===== src/rtl/y86_pkg.sv =====
// Shared Y86-64 encodings: instruction, ALU function, status, register
// and condition codes used by the execute-stage control.
package y86_pkg;

  localparam logic [3:0] IHALT   = 4'h0;
  localparam logic [3:0] INOP    = 4'h1;
  localparam logic [3:0] IRRMOVQ = 4'h2;
  localparam logic [3:0] IIRMOVQ = 4'h3;
  localparam logic [3:0] IRMMOVQ = 4'h4;
  localparam logic [3:0] IMRMOVQ = 4'h5;
  localparam logic [3:0] IOPQ    = 4'h6;
  localparam logic [3:0] IJXX    = 4'h7;
  localparam logic [3:0] ICALL   = 4'h8;
  localparam logic [3:0] IRET    = 4'h9;
  localparam logic [3:0] IPUSHQ  = 4'hA;
  localparam logic [3:0] IPOPQ   = 4'hB;

  typedef enum logic [1:0] {
    ALUADD = 2'b00,
    ALUSUB = 2'b01,
    ALUAND = 2'b10,
    ALUXOR = 2'b11
  } alu_fn_e;

  localparam logic [3:0] SAOK = 4'h1;
  localparam logic [3:0] SHLT = 4'h2;
  localparam logic [3:0] SADR = 4'h3;
  localparam logic [3:0] SINS = 4'h4;

  localparam logic [3:0] RNONE = 4'hF;

  localparam logic [3:0] C_YES = 4'h0;
  localparam logic [3:0] C_LE  = 4'h1;
  localparam logic [3:0] C_L   = 4'h2;
  localparam logic [3:0] C_E   = 4'h3;
  localparam logic [3:0] C_NE  = 4'h4;
  localparam logic [3:0] C_GE  = 4'h5;
  localparam logic [3:0] C_G   = 4'h6;

endpackage


===== src/rtl/execute_stage_ctrl_if.sv =====
// Bus between the execute-stage control (master) and the shared
// combinational ALU (slave).
interface execute_stage_ctrl_if #(
  parameter int W = 64
) ();
  logic [W-1:0] alu_x;
  logic [W-1:0] alu_y;
  logic [1:0]   alu_ctrl;
  logic [W-1:0] alu_result;
  logic         alu_zf;
  logic         alu_sf;
  logic         alu_of;

  modport master (
    output alu_x, alu_y, alu_ctrl,
    input  alu_result, alu_zf, alu_sf, alu_of
  );

  modport slave (
    input  alu_x, alu_y, alu_ctrl,
    output alu_result, alu_zf, alu_sf, alu_of
  );
endinterface


===== src/rtl/execute_stage_ctrl_cond_eval.sv =====
// jXX/cmovXX condition evaluation from the {ZF,SF,OF} condition codes.
module cond_eval
  import y86_pkg::*;
(
  input  logic [2:0] cc,
  input  logic [3:0] ifun,
  output logic       cnd
);
  logic zf, sf, of;

  assign zf = cc[2];
  assign sf = cc[1];
  assign of = cc[0];

  // NOTE: every output of a combinational block gets a default first so no path infers a latch.
  always_comb begin
    cnd = 1'b0;
    case (ifun)
      C_YES:   cnd = 1'b1;
      C_LE:    cnd = (sf ^ of) | zf;
      C_L:     cnd = sf ^ of;
      C_E:     cnd = zf;
      C_NE:    cnd = ~zf;
      C_GE:    cnd = ~(sf ^ of);
      C_G:     cnd = ~(sf ^ of) & ~zf;
      default: cnd = 1'b0;
    endcase
  end
endmodule


===== src/rtl/execute_stage_ctrl.sv =====
// Y86-64 execute stage: ALU operand/function selection, CC register,
// condition evaluation and the E/M pipeline register.
module execute_stage_ctrl
  import y86_pkg::*;
#(
  parameter int         W      = 64,
  parameter logic [2:0] CC_RST = 3'b100
) (
  input  logic         clk,
  input  logic         rst,
  input  logic [3:0]   E_stat,
  input  logic [3:0]   E_icode,
  input  logic [3:0]   E_ifun,
  input  logic [W-1:0] E_valA,
  input  logic [W-1:0] E_valB,
  input  logic [W-1:0] E_valC,
  input  logic [3:0]   E_dstE,
  input  logic [3:0]   E_dstM,
  input  logic [3:0]   m_stat,
  input  logic [3:0]   W_stat,
  input  logic         M_stall,
  input  logic         M_bubble,
  execute_stage_ctrl_if.master alu,
  output logic         e_cnd,
  output logic [3:0]   e_dstE,
  output logic [W-1:0] e_valE,
  output logic [2:0]   cc_out,
  output logic [3:0]   M_stat,
  output logic [3:0]   M_icode,
  output logic         M_cnd,
  output logic [W-1:0] M_valE,
  output logic [W-1:0] M_valA,
  output logic [3:0]   M_dstE,
  output logic [3:0]   M_dstM
);
  localparam logic [W-1:0] POS_EIGHT = W'(8);
  localparam logic [W-1:0] NEG_EIGHT = -POS_EIGHT;

  logic [2:0]   cc_d, cc_q;
  logic         set_cc;
  logic [3:0]   m_stat_d, m_stat_q, m_icode_d, m_icode_q;
  logic         m_cnd_d, m_cnd_q;
  logic [W-1:0] m_val_e_d, m_val_e_q, m_val_a_d, m_val_a_q;
  logic [3:0]   m_dst_e_d, m_dst_e_q, m_dst_m_d, m_dst_m_q;

  always_comb begin
    alu.alu_x    = '0;
    alu.alu_y    = '0;
    alu.alu_ctrl = ALUADD;
    case (E_icode)
      IRMMOVQ, IMRMOVQ, IOPQ, ICALL, IRET, IPUSHQ, IPOPQ: alu.alu_x = E_valB;
      default: ;
    endcase
    case (E_icode)
      IRRMOVQ, IOPQ:            alu.alu_y = E_valA;
      IIRMOVQ, IRMMOVQ, IMRMOVQ: alu.alu_y = E_valC;
      ICALL, IPUSHQ:            alu.alu_y = NEG_EIGHT;
      IRET, IPOPQ:              alu.alu_y = POS_EIGHT;
      default: ;
    endcase
    if (E_icode == IOPQ) alu.alu_ctrl = E_ifun[1:0];
  end

  // Conditions use the flags already in CC, never the ones being computed now.
  cond_eval u_cond_eval (
    .cc   (cc_q),
    .ifun (E_ifun),
    .cnd  (e_cnd)
  );

  assign set_cc = (E_icode == IOPQ) && (m_stat == SAOK) && (W_stat == SAOK) && !M_stall;
  assign cc_d   = set_cc ? {alu.alu_zf, alu.alu_sf, alu.alu_of} : cc_q;
  assign e_dstE = ((E_icode == IRRMOVQ) && !e_cnd) ? RNONE : E_dstE;
  assign e_valE = alu.alu_result;

  // Stall outranks bubble: a held instruction must not be overwritten.
  always_comb begin
    m_stat_d  = m_stat_q;
    m_icode_d = m_icode_q;
    m_cnd_d   = m_cnd_q;
    m_val_e_d = m_val_e_q;
    m_val_a_d = m_val_a_q;
    m_dst_e_d = m_dst_e_q;
    m_dst_m_d = m_dst_m_q;
    if (!M_stall) begin
      if (M_bubble) begin
        m_stat_d  = SAOK;
        m_icode_d = INOP;
        m_cnd_d   = 1'b0;
        m_val_e_d = '0;
        m_val_a_d = '0;
        m_dst_e_d = RNONE;
        m_dst_m_d = RNONE;
      end else begin
        m_stat_d  = E_stat;
        m_icode_d = E_icode;
        m_cnd_d   = e_cnd;
        m_val_e_d = alu.alu_result;
        m_val_a_d = E_valA;
        m_dst_e_d = e_dstE;
        m_dst_m_d = E_dstM;
      end
    end
  end

  // NOTE: sequential state uses non-blocking assignments so every flop samples pre-edge values.
  always_ff @(posedge clk or posedge rst) begin
    if (rst) begin
      cc_q      <= CC_RST;
      m_stat_q  <= SAOK;
      m_icode_q <= INOP;
      m_cnd_q   <= 1'b0;
      m_val_e_q <= '0;
      m_val_a_q <= '0;
      m_dst_e_q <= RNONE;
      m_dst_m_q <= RNONE;
    end else begin
      cc_q      <= cc_d;
      m_stat_q  <= m_stat_d;
      m_icode_q <= m_icode_d;
      m_cnd_q   <= m_cnd_d;
      m_val_e_q <= m_val_e_d;
      m_val_a_q <= m_val_a_d;
      m_dst_e_q <= m_dst_e_d;
      m_dst_m_q <= m_dst_m_d;
    end
  end

  assign cc_out  = cc_q;
  assign M_stat  = m_stat_q;
  assign M_icode = m_icode_q;
  assign M_cnd   = m_cnd_q;
  assign M_valE  = m_val_e_q;
  assign M_valA  = m_val_a_q;
  assign M_dstE  = m_dst_e_q;
  assign M_dstM  = m_dst_m_q;
endmodule


===== src/flat_wrapper.sv =====
// flat-port wrapper written by rule: the top's interface ports become plain ports
module execute_stage_ctrl_flat import y86_pkg::*;
#(
  parameter int         W      = 64,
  parameter logic [2:0] CC_RST = 3'b100
)
  (clk, rst, E_stat, E_icode, E_ifun, E_valA, E_valB, E_valC, E_dstE, E_dstM, m_stat, W_stat, M_stall, M_bubble, e_cnd, e_dstE, e_valE, cc_out, M_stat, M_icode, M_cnd, M_valE, M_valA, M_dstE, M_dstM, alu_alu_x, alu_alu_y, alu_alu_ctrl, alu_alu_result, alu_alu_zf, alu_alu_sf, alu_alu_of);
  execute_stage_ctrl_if #(.W(W)) alu_i ();
  input  logic clk;
  input  logic rst;
  input  logic [3:0] E_stat;
  input  logic [3:0] E_icode;
  input  logic [3:0] E_ifun;
  input  logic [W-1:0] E_valA;
  input  logic [W-1:0] E_valB;
  input  logic [W-1:0] E_valC;
  input  logic [3:0] E_dstE;
  input  logic [3:0] E_dstM;
  input  logic [3:0] m_stat;
  input  logic [3:0] W_stat;
  input  logic M_stall;
  input  logic M_bubble;
  output logic e_cnd;
  output logic [3:0] e_dstE;
  output logic [W-1:0] e_valE;
  output logic [2:0] cc_out;
  output logic [3:0] M_stat;
  output logic [3:0] M_icode;
  output logic M_cnd;
  output logic [W-1:0] M_valE;
  output logic [W-1:0] M_valA;
  output logic [3:0] M_dstE;
  output logic [3:0] M_dstM;
  output wire logic [$bits(alu_i.alu_x)-1:0] alu_alu_x;
  output wire logic [$bits(alu_i.alu_y)-1:0] alu_alu_y;
  output wire logic [$bits(alu_i.alu_ctrl)-1:0] alu_alu_ctrl;
  input wire logic [$bits(alu_i.alu_result)-1:0] alu_alu_result;
  input wire logic [$bits(alu_i.alu_zf)-1:0] alu_alu_zf;
  input wire logic [$bits(alu_i.alu_sf)-1:0] alu_alu_sf;
  input wire logic [$bits(alu_i.alu_of)-1:0] alu_alu_of;
  assign alu_alu_x = alu_i.alu_x;
  assign alu_alu_y = alu_i.alu_y;
  assign alu_alu_ctrl = alu_i.alu_ctrl;
  assign alu_i.alu_result = alu_alu_result;
  assign alu_i.alu_zf = alu_alu_zf;
  assign alu_i.alu_sf = alu_alu_sf;
  assign alu_i.alu_of = alu_alu_of;
  execute_stage_ctrl #(.W(W), .CC_RST(CC_RST)) u_core (.clk(clk), .rst(rst), .E_stat(E_stat), .E_icode(E_icode), .E_ifun(E_ifun), .E_valA(E_valA), .E_valB(E_valB), .E_valC(E_valC), .E_dstE(E_dstE), .E_dstM(E_dstM), .m_stat(m_stat), .W_stat(W_stat), .M_stall(M_stall), .M_bubble(M_bubble), .alu(alu_i), .e_cnd(e_cnd), .e_dstE(e_dstE), .e_valE(e_valE), .cc_out(cc_out), .M_stat(M_stat), .M_icode(M_icode), .M_cnd(M_cnd), .M_valE(M_valE), .M_valA(M_valA), .M_dstE(M_dstE), .M_dstM(M_dstM));
endmodule

===== config.mk =====
export PLATFORM = sky130hd
export DESIGN_NAME = execute_stage_ctrl_flat
export DESIGN_NICKNAME = d
export VERILOG_FILES = /design/src/rtl/y86_pkg.sv /design/src/rtl/execute_stage_ctrl_if.sv /design/src/rtl/execute_stage_ctrl_cond_eval.sv /design/src/rtl/execute_stage_ctrl.sv /design/src/flat_wrapper.sv
export SDC_FILE = /design/constraint.sdc
export NUM_CORES = 1
export LEC_CHECK = 0
export ABC_AREA = 1
export CAP_MARGIN = 20
export CORE_AREA = 2 2 245 247
export CTS_BUF_LIST = sky130_fd_sc_hd__clkbuf_4
export CTS_CLUSTER_DIAMETER = 60
export DETAILED_ROUTE_END_ITERATION = 10
export DIE_AREA = 0 0 247 249
export SLEW_MARGIN = 20
export SYNTH_ARGS = -nofsm -noshare
export SYNTH_HDL_FRONTEND = slang
export SYNTH_SLANG_ARGS = --single-unit

===== constraint.sdc =====
create_clock -name clk -period 5.12 [get_ports clk]
set_input_delay 1.024 -clock clk [delete_from_list [all_inputs] [get_ports clk]]
set_output_delay 1.024 -clock clk [all_outputs]
set_load 0.05 [all_outputs]

==> insert_results.sql, run 1 <==
INSERT INTO impl_metrics (metric_group, metric, value, unit) VALUES
('outcome', 'run_status', 'completed', ''),
('finish', 'layout-drive-gt1-share', '0.0742', ''),
('timing', 'max_freq', '214', 'MHz'),
('clock_network', 'cts_repair_resized_insts', '0', ''),
('timing', 'worst_max_slew_pin_slew', '0.993', 'ns'),
('route', 'drt_first_pass_iters', '5', ''),
('placed_design', 'place.gp.congestion', '0.953', ''),
('power', 'power_report.internal_total', '2.22', 'mW'),
('synth', 'synth-warning-count', '0', ''),
('clock_network', 'ctsHtreeMaxLevel', '4', ''),
('grt', 'globalRouteOverflowTotal', '0', ''),
('die', 'floorplan.die_area', '61500', 'um^2'),
('die', 'floorplan.io_pins', '638', ''),
('route', 'drt-initial-drc-count', '314', ''),
('route', 'drt.antenna.violating_nets', '0', ''),
('worst_setup_path', 'arrival', '3.66', 'ns'),
('power', 'power.share.sequential', '0.342', ''),
('timing', 'rsz0062_at_grt', 'no', ''),
('worst_setup_path', 'type_of_element_launching_the_critical_path', 'primary input', ''),
('flow_run', 'cap_viol_max_count', '0', ''),
('placed_design', 'dp.final_hpwl', '31200', 'um'),
('placed_design', 'port_buffers', '637', ''),
('timing', 'timing.final.hold_violations', '0', ''),
('finish', 'area_delta_synth_final', '91.6', '%'),
('synth', 'synth.yosys.seq_area_share', '0.487', ''),
('route', 'drc', '0', ''),
('grt', 'overall_global_routing_usage', '0.122', ''),
('clock_network', 'clk_path_buf_depth', '2', ''),
('power', 'ir_worst_vdd', '0.138', 'mV'),
('timing', 'slew_viol_final', '0', ''),
('synth', 'dominantRegCellSynth', 'dfrtp_1', ''),
('route', 'postRouteWirelength', '38100', 'um'),
('power', 'power.combinational.fraction', '0.428', ''),
('synth', 'synthesis.instances', '880', ''),
('grt', 'grt_pass1_wl', '54100', 'um'),
('route', 'vias', '8230', ''),
('die', 'dieWidth', '247', 'um'),
('synth', 'synth.cell_area', '7640', 'um^2'),
('clock_network', 'cts_num_sinks', '148', ''),
('grt', 'initial_antenna_violation_count', '5', ''),
('synth', 'synthMostInstantiatedCell', 'inv_1', ''),
('die', 'floorplan.initialDensity', '0.130', ''),
('clock_network', 'holdBufCountCts', '0', ''),
('synth', 'netlist.area_leader.share', '0.449', ''),
('grt', 'pin_count_of_the_biggest_net_entering_global_routing', '74', ''),
('clock_network', 'cts-root-buf', 'clkbuf_4', ''),
('power', 'total_power', '3.84', 'mW'),
('die', 'die_span_y', '249', 'um'),
('synth', 'synth_cell_type_count', '32', ''),
('timing', 'fin_tns_setup', '0', 'ns'),
('die', 'coreArea', '58700', 'um^2'),
('hold_path', 'hold_class', 'flop to flop', ''),
('worst_setup_path', 'timing.reg2reg.worst_path_depth', '9', ''),
('power', 'p_switching', '1.62', 'mW'),
('die', 'rows', '89', ''),
('timing', 'worst_slew_margin_rel', '0.336', ''),
('grt', 'via_count_of_the_first_global_routing_pass', '8338', ''),
('worst_setup_path', 'critical_path_class', 'primary input to primary output', ''),
('synth', 'post_synth_edffs', '0', ''),
('hold_path', 'hold_depth', '2', ''),
('synth', 'post_synth.cell_area_avg', '8.68', 'um^2'),
('worst_setup_path', 'critical_path_required', '4.10', 'ns'),
('finish', 'nets', '1720', ''),
('timing', 'fin_crit', '4.68', 'ns'),
('synth', 'synth_commonest_cells', '216 x inv_1, 137 x dfrtp_1, 96 x nand2_1', ''),
('synth', 'synth.largest_area_cell', 'dfrtp_1', ''),
('clock_network', 'clk_transition_reported_paths', '0.15', 'ns'),
('timing', 'final-setup-viol-count', '0', ''),
('route', 'viasPerCell', '3.71', ''),
('clock_network', 'tritoncts_clock_tree', 'yes', ''),
('synth', 'asyncSetResetFlopFracSynth', '1.00', ''),
('worst_setup_path', 'critical_path.max_fanout', '36', ''),
('power', 'pwr-share-clk', '0.230', ''),
('synth', 'synth_top_cells_by_area', 'dfrtp_1 45%, inv_1 11%, a22o_1 7.7%, buf_4 6.6%, o221ai_1 6.4%', ''),
('power', 'power.switching_fraction', '0.423', ''),
('power', 'p_leak', '6.63', 'nW'),
('clock_network', 'cts_setup_buffers', '0', ''),
('route', 'wl_per_cell', '17.2', 'um'),
('synth', 'syn-num-nets', '1171', ''),
('synth', 'postSynthRegisterBits', '148', ''),
('timing', 'clock_skew', '0.0391', 'ns'),
('clock_network', 'cts_inserted_buffers', '17', ''),
('timing', 'final_min_period_over_clock_period', '0.914', ''),
('worst_setup_path', 'crit_path_end_kind', 'primary output', ''),
('clock_network', 'insertion_delay', '0.70', 'ns'),
('power', 'pwr_density_cell', '262', 'nW/um^2');
==> flip-flops by register name, summed over array words and instances (netlist names) <==
signal and cells:
u_core.M_cnd 1, u_core.M_dstE 4, u_core.M_dstM 4, u_core.M_icode 4
u_core.M_stat 4, u_core.M_valA 64, u_core.M_valE 64, u_core.cc_out 3
==> power by group through the flow <==
stage / combinational (mW) / sequential [mW] / clock, mW
floorplan: 0.646 / 1.65 / 0
global placement: 1.66 / 1.33 / 0
detailed placement: 1.66 / 1.34 / 0
CTS: 1.66 / 1.32 / 0.959
global route: 1.73 / 1.33 / 0.991
finish: 1.64 / 1.31 / 0.882
==> layout make-up <==
type	instances	area (um^2)
timing repair buffer	648	6420
inverter	217	820
antenna	3	7.51
fill	6184	44100
tap	773	967
sequential	148	3720
clock buffer	18	135
multi-input combinational	397	2370
clock inverter	14	189
==> worst paths after layout <==
path / to / start / slack, ns
max in group asynchronous: u_core.M_dstM[1] / rst / 3.46
hold reg to reg: u_core.M_valA[32] / u_core.M_valA[32] / 0.50
setup / recovery: alu_alu_x[0] / E_icode[3] / 0.44
min in group asynchronous: u_core.M_valA[0] / rst / 0.84
hold / removal: u_core.M_valA[32] / u_core.M_valA[32] / 0.50
setup reg to reg: u_core.M_dstE[2] / u_core.cc_out[2] / 3.15
==> critical path, cell delays in order <==
cell,delay (ns)
clkdlybuf4s50_1,0.50
inv_1,0.16
nor2_1,0.13
a21oi_4,0.58
buf_4,0.44
nor2_1,0.09
clkdlybuf4s50_1,0.71
==> stage by stage <==
| step | util | instances | setup WS (ns) | cell area (um^2) | hold WS (ns) |
|---|---|---|---|---|---|
| 3_3_place_gp | 0.244 | 2183 | 0.550 | 14300 | 0.467 |
| 4_1_cts | 0.249 | 2215 | 0.467 | 14600 | 0.506 |
| 6_report | 0.249 | 2218 | 0.441 | 14600 | 0.503 |
| 5_1_grt | 0.249 | 2217 | 0.306 | 14600 | 0.516 |
| 3_5_place_dp | 0.244 | 2183 | 0.473 | 14300 | 0.472 |
| 2_1_floorplan | - | 880 | 0.135 | 7640 | 0.606 |
==> cells by family after synthesis <==
logic type	count (synthesis)	share of synthesized area
and+or+nand+nor	186	0.0988
AOI/OAI and AO/OA	211	0.209
buffers and inverters	335	0.205
DFF	148	0.487
==> metal layers <==
layer,vias up,track usage,share of wire
met5,-,0,0
met4,0,0.0547,0.033
met3,54,0.0516,0.11
met2,445,0.200,0.47
met1,3860,0.136,0.39
li1,3871,-,-
==> placed cells by master (no fill, tap or decap), types with 2 or more instances in the layout <==
cell             netlist  routed
a21oi_4                1       2
a22o_1                67      67
buf_12                 0       4
buf_4                 67      41
bufinv_16              0       3
clkbuf_4               0      18
clkdlybuf4s50_1        0     603
clkinv_4               0       2
clkinvlp_4             0       2
dfrtp_1              137     137
dfstp_2               11      11
diode_2                0       3
inv_1                216     214
inv_6                  0       6
inv_8                  0       2
nand2_1               96      94
nand2_2                1       3
nand3_1                6       6
nor2_1                72      71
nor2_4                 1       2
o21ai_0               71      71
o221ai_1              56      56
o221ai_2               4       4
o22a_1                 5       5
o22ai_1                3       3
or2_2                  4       4
(Power assumes the default switching activity.)
==> inputs of run 2 (changes only) <==
--- a/config.mk
+++ b/config.mk
@@ -12,6 +12,7 @@
 export CTS_CLUSTER_DIAMETER = 60
 export DETAILED_ROUTE_END_ITERATION = 10
 export DIE_AREA = 0 0 247 249
+export SKIP_CTS_REPAIR_TIMING = 1
 export SLEW_MARGIN = 20
 export SYNTH_ARGS = -nofsm -noshare
 export SYNTH_HDL_FRONTEND = slang
==> results of run 2 <==
Same layout as run 1: the final DEF is identical, and so are final timing and power.
